### config.mk
export PLATFORM = sky130hd
export DESIGN_NAME = ex_stage_flat
export DESIGN_NICKNAME = d
export VERILOG_FILES = /design/src/rtl/ex_stage_if.sv /design/src/rtl/ex_stage.sv /design/src/flat_wrapper.sv
export SDC_FILE = /design/constraint.sdc
export NUM_CORES = 1
export LEC_CHECK = 0
export CORE_ASPECT_RATIO = 1.1
export CORE_MARGIN = 2
export CORE_UTILIZATION = 25
export CTS_BUF_LIST = sky130_fd_sc_hd__clkbuf_4
export CTS_CLUSTER_DIAMETER = 50
export DETAILED_ROUTE_END_ITERATION = 7
export MAX_ROUTING_LAYER = met4
export PLACE_DENSITY = 0.52
export RECOVER_POWER = 100
export SYNTH_ARGS = -nofsm -noshare
export SYNTH_HDL_FRONTEND = slang
export SYNTH_SLANG_ARGS = --single-unit
### constraint.sdc
create_clock -name clk -period 14 [get_ports clk]
set_input_delay 2.8 -clock clk [delete_from_list [all_inputs] [get_ports clk]]
set_output_delay 2.8 -clock clk [all_outputs]
set_load 0.005 [all_outputs]
### src/rtl/ex_stage_if.sv
// ID/EX inputs, MEM/WB forwarding source, pipeline control and EX/MEM register outputs of the execute stage.
interface ex_stage_if #(
  parameter int DATA_W = 32,
  parameter int REG_AW = 5
);
  logic [3:0]        Ex;
  logic              MemR;
  logic              MemW;
  logic [1:0]        Wb;
  logic [REG_AW-1:0] RegRs;
  logic [REG_AW-1:0] RegRt;
  logic [REG_AW-1:0] RegRd;
  logic [DATA_W-1:0] Exsign_extend;
  logic [DATA_W-1:0] data1;
  logic [DATA_W-1:0] data2;
  logic              WbRegWrite;
  logic [REG_AW-1:0] WbRd;
  logic [DATA_W-1:0] WbData;
  logic              stall;
  logic              flush;
  logic [DATA_W-1:0] ExmAlu;
  logic [DATA_W-1:0] ExmStore;
  logic [REG_AW-1:0] ExmRd;
  logic              ExmMemR;
  logic              ExmMemW;
  logic [1:0]        ExmWb;
  logic              ExmZero;
  logic              ExmOvf;

  modport master (
    output Ex, MemR, MemW, Wb, RegRs, RegRt, RegRd, Exsign_extend, data1, data2,
           WbRegWrite, WbRd, WbData, stall, flush,
    input  ExmAlu, ExmStore, ExmRd, ExmMemR, ExmMemW, ExmWb, ExmZero, ExmOvf
  );

  modport slave (
    input  Ex, MemR, MemW, Wb, RegRs, RegRt, RegRd, Exsign_extend, data1, data2,
           WbRegWrite, WbRd, WbData, stall, flush,
    output ExmAlu, ExmStore, ExmRd, ExmMemR, ExmMemW, ExmWb, ExmZero, ExmOvf
  );
endinterface

### src/rtl/ex_stage.sv
// Execute stage: operand forwarding, ALU control decode, ALU, EX/MEM register.
// Latency 1 cycle; stall holds the EX/MEM register, flush bubbles its control fields and overrides stall.
module ex_stage #(
  parameter int DATA_W = 32,
  parameter int REG_AW = 5
) (
  input logic     clk,
  input logic     rst,
  ex_stage_if.slave bus
);

  typedef enum logic [2:0] {
    ALU_ADD,
    ALU_SUB,
    ALU_AND,
    ALU_OR,
    ALU_SLT
  } alu_op_t;

  logic              reg_dst;
  logic [1:0]        alu_op_sel;
  logic              alu_src;
  logic [DATA_W-1:0] fwd_a;
  logic [DATA_W-1:0] fwd_b;
  logic [DATA_W-1:0] opnd_b;
  logic [DATA_W-1:0] sum;
  logic [DATA_W-1:0] diff;
  logic [DATA_W-1:0] result;
  logic              ovf;
  logic              slt_bit;
  logic [REG_AW-1:0] dest;
  alu_op_t           op;

  assign reg_dst    = bus.Ex[3];
  assign alu_op_sel = bus.Ex[2:1];
  assign alu_src    = bus.Ex[0];

  // EX/MEM wins over MEM/WB because it holds the younger value; $0 never forwards.
  always_comb begin
    fwd_a = bus.data1;
    if (bus.ExmWb[1] && (bus.ExmRd != '0) && (bus.ExmRd == bus.RegRs))
      fwd_a = bus.ExmAlu;
    else if (bus.WbRegWrite && (bus.WbRd != '0) && (bus.WbRd == bus.RegRs))
      fwd_a = bus.WbData;
  end

  always_comb begin
    fwd_b = bus.data2;
    if (bus.ExmWb[1] && (bus.ExmRd != '0) && (bus.ExmRd == bus.RegRt))
      fwd_b = bus.ExmAlu;
    else if (bus.WbRegWrite && (bus.WbRd != '0) && (bus.WbRd == bus.RegRt))
      fwd_b = bus.WbData;
  end

  assign opnd_b = alu_src ? bus.Exsign_extend : fwd_b;
  assign dest   = reg_dst ? bus.RegRd : bus.RegRt;

  always_comb begin
    op = ALU_ADD;
    case (alu_op_sel)
      2'b01: op = ALU_SUB;
      2'b10: begin
        case (bus.Exsign_extend[5:0])
          6'b100010: op = ALU_SUB;
          6'b100100: op = ALU_AND;
          6'b100101: op = ALU_OR;
          6'b101010: op = ALU_SLT;
          default:   op = ALU_ADD;
        endcase
      end
      default: op = ALU_ADD;
    endcase
  end

  assign sum     = fwd_a + opnd_b;
  assign diff    = fwd_a - opnd_b;
  assign slt_bit = $signed(fwd_a) < $signed(opnd_b);

  always_comb begin
    result = sum;
    ovf    = 1'b0;
    case (op)
      ALU_ADD: begin
        result = sum;
        ovf    = (fwd_a[DATA_W-1] == opnd_b[DATA_W-1]) && (sum[DATA_W-1] != fwd_a[DATA_W-1]);
      end
      ALU_SUB: begin
        result = diff;
        ovf    = (fwd_a[DATA_W-1] != opnd_b[DATA_W-1]) && (diff[DATA_W-1] != fwd_a[DATA_W-1]);
      end
      ALU_AND: result = fwd_a & opnd_b;
      ALU_OR:  result = fwd_a | opnd_b;
      ALU_SLT: result = {{(DATA_W-1){1'b0}}, slt_bit};
      default: result = sum;
    endcase
  end

  always_ff @(posedge clk or posedge rst) begin
    if (rst) begin
      bus.ExmAlu   <= '0;
      bus.ExmStore <= '0;
      bus.ExmRd    <= '0;
      bus.ExmMemR  <= 1'b0;
      bus.ExmMemW  <= 1'b0;
      bus.ExmWb    <= 2'b00;
      bus.ExmZero  <= 1'b0;
      bus.ExmOvf   <= 1'b0;
    end else if (bus.flush || !bus.stall) begin
      bus.ExmAlu   <= result;
      bus.ExmStore <= fwd_b;
      bus.ExmRd    <= dest;
      bus.ExmZero  <= (result == '0);
      bus.ExmOvf   <= ovf;
      bus.ExmMemR  <= bus.flush ? 1'b0 : bus.MemR;
      bus.ExmMemW  <= bus.flush ? 1'b0 : bus.MemW;
      bus.ExmWb    <= bus.flush ? 2'b00 : bus.Wb;
    end
  end

endmodule

### src/flat_wrapper.sv
// flat-port wrapper written by rule: the top's interface ports become plain ports
module ex_stage_flat 
#(
  parameter int DATA_W = 32,
  parameter int REG_AW = 5
)
  (clk, rst, bus_Ex, bus_MemR, bus_MemW, bus_Wb, bus_RegRs, bus_RegRt, bus_RegRd, bus_Exsign_extend, bus_data1, bus_data2, bus_WbRegWrite, bus_WbRd, bus_WbData, bus_stall, bus_flush, bus_ExmAlu, bus_ExmStore, bus_ExmRd, bus_ExmMemR, bus_ExmMemW, bus_ExmWb, bus_ExmZero, bus_ExmOvf);
  ex_stage_if #(.DATA_W(DATA_W), .REG_AW(REG_AW)) bus_i ();
  input logic clk;
  input logic rst;
  input wire logic [$bits(bus_i.Ex)-1:0] bus_Ex;
  input wire logic [$bits(bus_i.MemR)-1:0] bus_MemR;
  input wire logic [$bits(bus_i.MemW)-1:0] bus_MemW;
  input wire logic [$bits(bus_i.Wb)-1:0] bus_Wb;
  input wire logic [$bits(bus_i.RegRs)-1:0] bus_RegRs;
  input wire logic [$bits(bus_i.RegRt)-1:0] bus_RegRt;
  input wire logic [$bits(bus_i.RegRd)-1:0] bus_RegRd;
  input wire logic [$bits(bus_i.Exsign_extend)-1:0] bus_Exsign_extend;
  input wire logic [$bits(bus_i.data1)-1:0] bus_data1;
  input wire logic [$bits(bus_i.data2)-1:0] bus_data2;
  input wire logic [$bits(bus_i.WbRegWrite)-1:0] bus_WbRegWrite;
  input wire logic [$bits(bus_i.WbRd)-1:0] bus_WbRd;
  input wire logic [$bits(bus_i.WbData)-1:0] bus_WbData;
  input wire logic [$bits(bus_i.stall)-1:0] bus_stall;
  input wire logic [$bits(bus_i.flush)-1:0] bus_flush;
  output wire logic [$bits(bus_i.ExmAlu)-1:0] bus_ExmAlu;
  output wire logic [$bits(bus_i.ExmStore)-1:0] bus_ExmStore;
  output wire logic [$bits(bus_i.ExmRd)-1:0] bus_ExmRd;
  output wire logic [$bits(bus_i.ExmMemR)-1:0] bus_ExmMemR;
  output wire logic [$bits(bus_i.ExmMemW)-1:0] bus_ExmMemW;
  output wire logic [$bits(bus_i.ExmWb)-1:0] bus_ExmWb;
  output wire logic [$bits(bus_i.ExmZero)-1:0] bus_ExmZero;
  output wire logic [$bits(bus_i.ExmOvf)-1:0] bus_ExmOvf;
  assign bus_i.Ex = bus_Ex;
  assign bus_i.MemR = bus_MemR;
  assign bus_i.MemW = bus_MemW;
  assign bus_i.Wb = bus_Wb;
  assign bus_i.RegRs = bus_RegRs;
  assign bus_i.RegRt = bus_RegRt;
  assign bus_i.RegRd = bus_RegRd;
  assign bus_i.Exsign_extend = bus_Exsign_extend;
  assign bus_i.data1 = bus_data1;
  assign bus_i.data2 = bus_data2;
  assign bus_i.WbRegWrite = bus_WbRegWrite;
  assign bus_i.WbRd = bus_WbRd;
  assign bus_i.WbData = bus_WbData;
  assign bus_i.stall = bus_stall;
  assign bus_i.flush = bus_flush;
  assign bus_ExmAlu = bus_i.ExmAlu;
  assign bus_ExmStore = bus_i.ExmStore;
  assign bus_ExmRd = bus_i.ExmRd;
  assign bus_ExmMemR = bus_i.ExmMemR;
  assign bus_ExmMemW = bus_i.ExmMemW;
  assign bus_ExmWb = bus_i.ExmWb;
  assign bus_ExmZero = bus_i.ExmZero;
  assign bus_ExmOvf = bus_i.ExmOvf;
  ex_stage #(.DATA_W(DATA_W), .REG_AW(REG_AW)) u_core (.clk(clk), .rst(rst), .bus(bus_i));
endmodule
## Word level (Yosys, flattened, before mapping)

Cells that the tools add are included.

| storage, ports and cells | value |
|---|---|
| flip-flop bits (word level) | 75 |
| input port bits | 161 |
| output and inout port bits | 75 |
| word-level logic and storage cells | 58 |

| operators by class | value |
|---|---|
| $add $sub $neg | 2 |
| $lt $le $gt $ge | 1 |
| eq/ne operators | 18 |
| mux-type cells | 13 |
| bitwise gates (word level) | 2 |
| reductions and logical operators | 14 |

Operators with widths:

| operator | number |
|---|---|
| $mux 32 | 5 |
| $pmux 32 s4 | 1 |
| $add 32x32->32 | 1 |
| $and 32x32->32 | 1 |
| $logic_not 32->1 | 1 |
| $lt 32x32->1 | 1 |
| $or 32x32->32 | 1 |
| $sub 32x32->32 | 1 |
| $eq 6x6->1 const B | 4 |
| $eq 5x5->1 | 4 |
| $pmux 3 s4 | 1 |
| $reduce_bool 5->1 | 2 |
| $logic_and 1x1->1 | 8 |
| $eq 3x2->1 const B | 2 |
| $pmux 3 s2 | 1 |
| $mux 5 | 1 |
| $eq 3x1->1 const B | 1 |
| $eq 3x3->1 const B | 1 |
| $logic_not 3->1 | 1 |
| $ne 1x1->1 | 3 |
| $eq 2x1->1 const B | 1 |
| $eq 2x2->1 const B | 1 |
| $mux 1 | 2 |
| $mux 2 | 1 |
| 4 further kinds | 4 |

## Depth between registers and ports, before layout

| depth | value |
|---|---|
| word-level depth | 10 |
| mapped depth | 22 |
| depth with buffers taken out | 21 |

## Least setup slack after synthesis

OpenSTA, ideal clock, no wires.

| path | value |
|---|---|
| path kind | input to register |
| start | in bus_WbRd[4] |
| end | reg u_core.bus.ExmZero |
| setup time | 66 ps |
| data arrival time | 7208 ps |
| required time | 13934 ps |
| slack | 6726 ps |
| stages on the path | 22 |
| buffers on the path | 1 |
| cells stage by stage | xnor2_1 -> nand3_1 -> nor4_1 -> buf_2 -> mux2i_1 -> o21ai_0 -> mux2i_1 -> inv_1 -> ha_1 -> inv_1 -> fa_1 -> a21o_1 -> a221o_1 -> a21oi_4 -> a21oi_2 -> a41oi_2 -> o221a_1 -> o22ai_1 -> or4_4 -> nor3_2 -> nand4_1 -> nand2_1 |

| between the ends | value |
|---|---|
| word-level cells in the longest chain between the ends | 9 |
| elaborated cells between the ends (all ways) | 18 |

Ends and longest elaborated chain:

| what | RTL line | RTL |
|---|---|---|
| start, declared | flat_wrapper.sv:22 | `input wire logic [$bits(bus_i.WbRd)-1:0] bus_WbRd;` |
| $reduce_bool 5->1 | ex_stage.sv:43, ex_stage.sv:51 |  |
| $logic_and 1x1->1 | ex_stage.sv:43, ex_stage.sv:51 |  |
| $logic_and 1x1->1 | ex_stage.sv:51 | `else if (bus.WbRegWrite && (bus.WbRd != '0) && (bus.WbRd == bus.RegRt))` |
| $mux 32 | ex_stage.sv:51 |  |
| $mux 32 | ex_stage.sv:49 | `if (bus.ExmWb[1] && (bus.ExmRd != '0) && (bus.ExmRd == bus.RegRt))` |
| $mux 32 | ex_stage.sv:55 | `assign opnd_b = alu_src ? bus.Exsign_extend : fwd_b;` |
| $add 32x32->32, or another cell as far along | ex_stage.sv:75 | `assign sum = fwd_a + opnd_b;` |
| $pmux 32 s4 (*) | ex_stage.sv:82 | `case (op)` |
| $logic_not 32->1 (*) | ex_stage.sv:112 | `bus.ExmZero <= (result == '0);` |
| end signal, assigned | ex_stage.sv:112 |  |
| end, declared | ex_stage_if.sv:39 | `output ExmAlu, ExmStore, ExmRd, ExmMemR, ExmMemW, ExmWb, ExmZero, ExmOvf` |

Mark *: on every way between the ends. The rest lies on a longest branch, timed or not.
A chain may end at the register's enable or synchronous reset.

## Final worst setup path

| path | value |
|---|---|
| start | in bus_WbRd[2] |
| end | reg u_core.bus.ExmZero |

Same word-level chain as after synthesis.

==> results_dict.tcl <==
set metrics [dict create \
    cts_buffers 9 \
    max_freq_ghz 0.101 \
    path_cells "dlygate4sd3_1 -> or4_1 -> o21ai_0 -> nor4_1 -> clkbuf_1 -> mux2i_1 -> o21ai_0 -> mux2i_1 -> inv_1 -> ha_1 -> inv_1 -> fa_1 -> a21o_1 -> a221o_1 -> a21oi_1 -> a211oi_1 -> o21ai_0 -> o21ai_0 -> a21oi_1 -> a21oi_1 -> nor4_1 -> nand4_1 -> nand2_1" \
    numPortBuffers 235 \
    vias_per_cell 5.26 \
    drive_gt1_frac 0.0463 \
    rsz0062_at_grt "no" \
    grt_overflow 0 \
    drc 0 \
    die_area_mm2 0.0424 \
    cpMostUsedCell "o21ai_0" \
    synth_edf_count 0 \
    status "complete, but fails checks" \
    die_w_um 196 \
    num_vias 10900 \
    slew_violations 160 \
    pin_count 236 \
    swShare 0.460 \
    fin_nets 1813 \
    final.min_clock_period_ns 9.92 \
    syn_area_mm2 0.0102 \
    p_sw_uw 462 \
    finalSetupTns_ns 0 \
    dp_hpwl_um 33900 \
    cts-htree-levels 3 \
    grt_pass1_vias 10800 \
    final_common_cell "nand2_1" \
    path_class "input port to flip-flop" \
    vdd_drop_max_mv 0.0371 \
    seq_power_share 0.299 \
    cts_setup_buffers 0 \
    dpl_cell_area_mm2 0.0129 \
    gp_congestion 0.956 \
    seq_area_frac_synth 0.184 \
    grt_util_all_layers 0.207 \
    final_cell_mix "nand2_1 (214), clkdlybuf4s50_1 (156), nor2_1 (119)" \
    root_buffer "clkbuf_4" \
    ys.flop_type "dfrtp_1" \
    ys_top_cells_by_area "dfrtp_1 (18%), ha_1 (12%), mux2i_1 (10%)" \
    skew_ns 0.0209 \
    syn_inst 1374 \
    crit_path_start_kind "input port" \
    grt_max_degree 76 \
    avgSynthCellArea_um2 7.42 \
    critPathRequiredTime_ns 14.47 \
    power_density_mw_per_mm2 77.1 \
    p_clk_frac 0.132 \
    cts_tree "yes" \
    endpoint_kind "flip-flop" \
    worst_pin_slew_ns 4.53 \
    synth.distinct_cells 93 \
    clk_latency_ns 0.54 \
    syn_nets 1636 \
    core.rowCount 77 \
    async_flop_share 1.00 \
    grt_pass1_wl_um 66500 \
    hold_viol 0 \
    cp_num_buf_inv 4 \
    yosysTopAreaCellShare 0.184 \
    fin_crit_sh 0.709 \
    cts_sinks 75 \
    postCtsResizedCells 0 \
    initial_core_util 0.254 \
    internal-power_uw 541 \
    clock_tree.buffer_depth 2 \
    fin_area_mm2 0.0130 \
    yosysWarnings 0 \
    drv_cap 4 \
    setup_viol 0 \
    crit_slowest_cell "clkbuf_1" \
    yosysTopAreaCell "dfrtp_1" \
    die_y_um 216 \
    drt_iter0_drc 788 \
    drtAntennaViolNets 0 \
    antenna_found_initial 2 \
    p_leak_uw 0.00540 \
    syn2layout_area_growth_pct 27.7 \
    violations "capacitance limit, slew limit" \
    slew_headroom -2.02 \
    wl_um 43500 \
    cts_hold_buf 0 \
    core_mm2 0.0402 \
    cp_max_fo 22 \
    hp-class "flip-flop to flip-flop" \
    dr.pass1.iters 7 \
    crit_family "compound AO/OA/AOI/OAI gates" \
    clk_pin_slew_ns 0.14 \
    wl_per_cell_um 21.0 \
    crit_path_max_incr_delay_ns 1.42 \
    yosys_register_bits 75 \
    crit_arrival_ns 10.40 \
    combPwrFrac 0.569 \
]
routing by layer:
metal | vias up | part of all wire | wire length [um] | global-route usage
li1 | 5238 | - | - | -
met1 | 5215 | 0.45 | 19400 | 0.268
met2 | 394 | 0.46 | 20200 | 0.335
met3 | 58 | 0.063 | 2760 | 0.0288
met4 | 0 | 0.027 | 1170 | 0.0619
met5 | - | 0 | 0 | -
synth_stat cells, types with 4 or more instances:
cell type,n
dfrtp_1,75
mux2i_1,102
nor3b_1,6
a221o_1,7
and3_1,6
o21bai_1,9
o211ai_1,17
nand3b_1,4
o2111ai_1,5
o221a_2,5
nor2_1,119
or3_1,4
buf_1,5
mux2_2,14
nor2b_1,15
buf_2,25
nand2_1,214
a211o_1,10
buf_6,4
nand3_1,19
xor2_1,11
o21ai_1,10
a31oi_1,12
o21ai_0,109
o22ai_1,9
a211oi_1,22
o31ai_1,7
nor3_1,21
clkbuf_1,48
o221ai_1,7
inv_1,96
nand2b_1,11
xnor2_1,18
nand4_1,9
a221oi_1,11
and2_1,6
a21o_1,21
a21oi_1,81
nor4_1,10
ha_1,99
o21a_1,9
cells by family (layout without fill, tap and decap cells):
logic type | after synthesis | in the layout | share of synthesized area
other | 0 | 3 | 0
muxes | 116 | 116 | 0.116
xor gates and xnor gates | 29 | 29 | 0.0249
adders and majority gates | 101 | 101 | 0.126
and+or+nand+nor | 471 | 471 | 0.212
DFF | 75 | 75 | 0.184
buffers and inverters | 181 | 363 | 0.0734
AOI/OAI and AO/OA | 401 | 401 | 0.264
stage by stage:
stage / utilization / instances / hold slack [ns] / setup WS (ns) / power [uW]
after floorplan: - / 1374 / 0.463 / 6.73 / 622
after global placement: 0.322 / 2053 / 0.452 / 5.02 / 886
after detailed placement: 0.322 / 2053 / 0.457 / 5.03 / 886
after CTS: 0.325 / 2069 / 0.489 / 5.59 / 1020
after global routing: 0.324 / 2072 / 0.506 / 3.64 / 1070
final: 0.324 / 2072 / 0.477 / 4.08 / 1000
final cells by class:
type	count	area, um^2
diodes	3	7.51
clock buffers	11	82.6
clock inverters	5	30.0
fillers	4307	27200
inverters	97	365
multi-input cells	1118	7560
flip-flops and latches	75	1880
well taps	513	642
repair buffers	250	2440
worst register-to-register path, stage by stage, from the launching register on:
cell and delay [ns]:
dfrtp_1 0.49, or4_1 0.54, o21ai_1 0.30, nor4_2 0.09, buf_4 0.33, o21ai_0 0.61
mux2i_1 0.21, inv_1 0.13, ha_1 0.17, inv_1 0.06, fa_1 0.48, a21o_1 0.23
a221o_1 0.39, a21oi_1 0.34, a211oi_1 0.19, o21ai_0 0.49, o21ai_0 0.24, a21oi_1 0.19
a21oi_1 0.14, nor4_1 0.41, nand4_1 0.14, nand2_1 0.08
worst paths after layout:
kind / startpoint / to / cells after the start / slack (ns)
max in group asynchronous: rst / u_core.bus.ExmAlu[5] / 3 / 6.95
min reg2reg: u_core.bus.ExmStore[29] / u_core.bus.ExmStore[29] / 2 / 0.48
min in group asynchronous: rst / u_core.bus.ExmStore[25] / 3 / 4.49
max reg2reg: u_core.bus.ExmRd[4] / u_core.bus.ExmZero / 21 / 7.68
min: u_core.bus.ExmStore[29] / u_core.bus.ExmStore[29] / 2 / 0.48
max: bus_WbRd[2] / u_core.bus.ExmZero / 23 / 4.08
state kept, by name, indices dropped and copies added, names as in the netlist:
name and cells:
u_core.bus.ExmAlu 32, u_core.bus.ExmMemR 1, u_core.bus.ExmMemW 1, u_core.bus.ExmOvf 1, u_core.bus.ExmRd 5, u_core.bus.ExmStore 32, u_core.bus.ExmWb 2, u_core.bus.ExmZero 1
power groups by stage:
stage                     sequential (uW)  combinational [uW]  clock (uW)
after CTS                             301                 583         137
after detailed placement              306                 580           0
final                                 299                 571         133
after global placement                304                 582           0
after floorplan                       292                 330           0
after global routing                  306                 619         145
No activity file was read; power rests on OpenSTA's default activity.
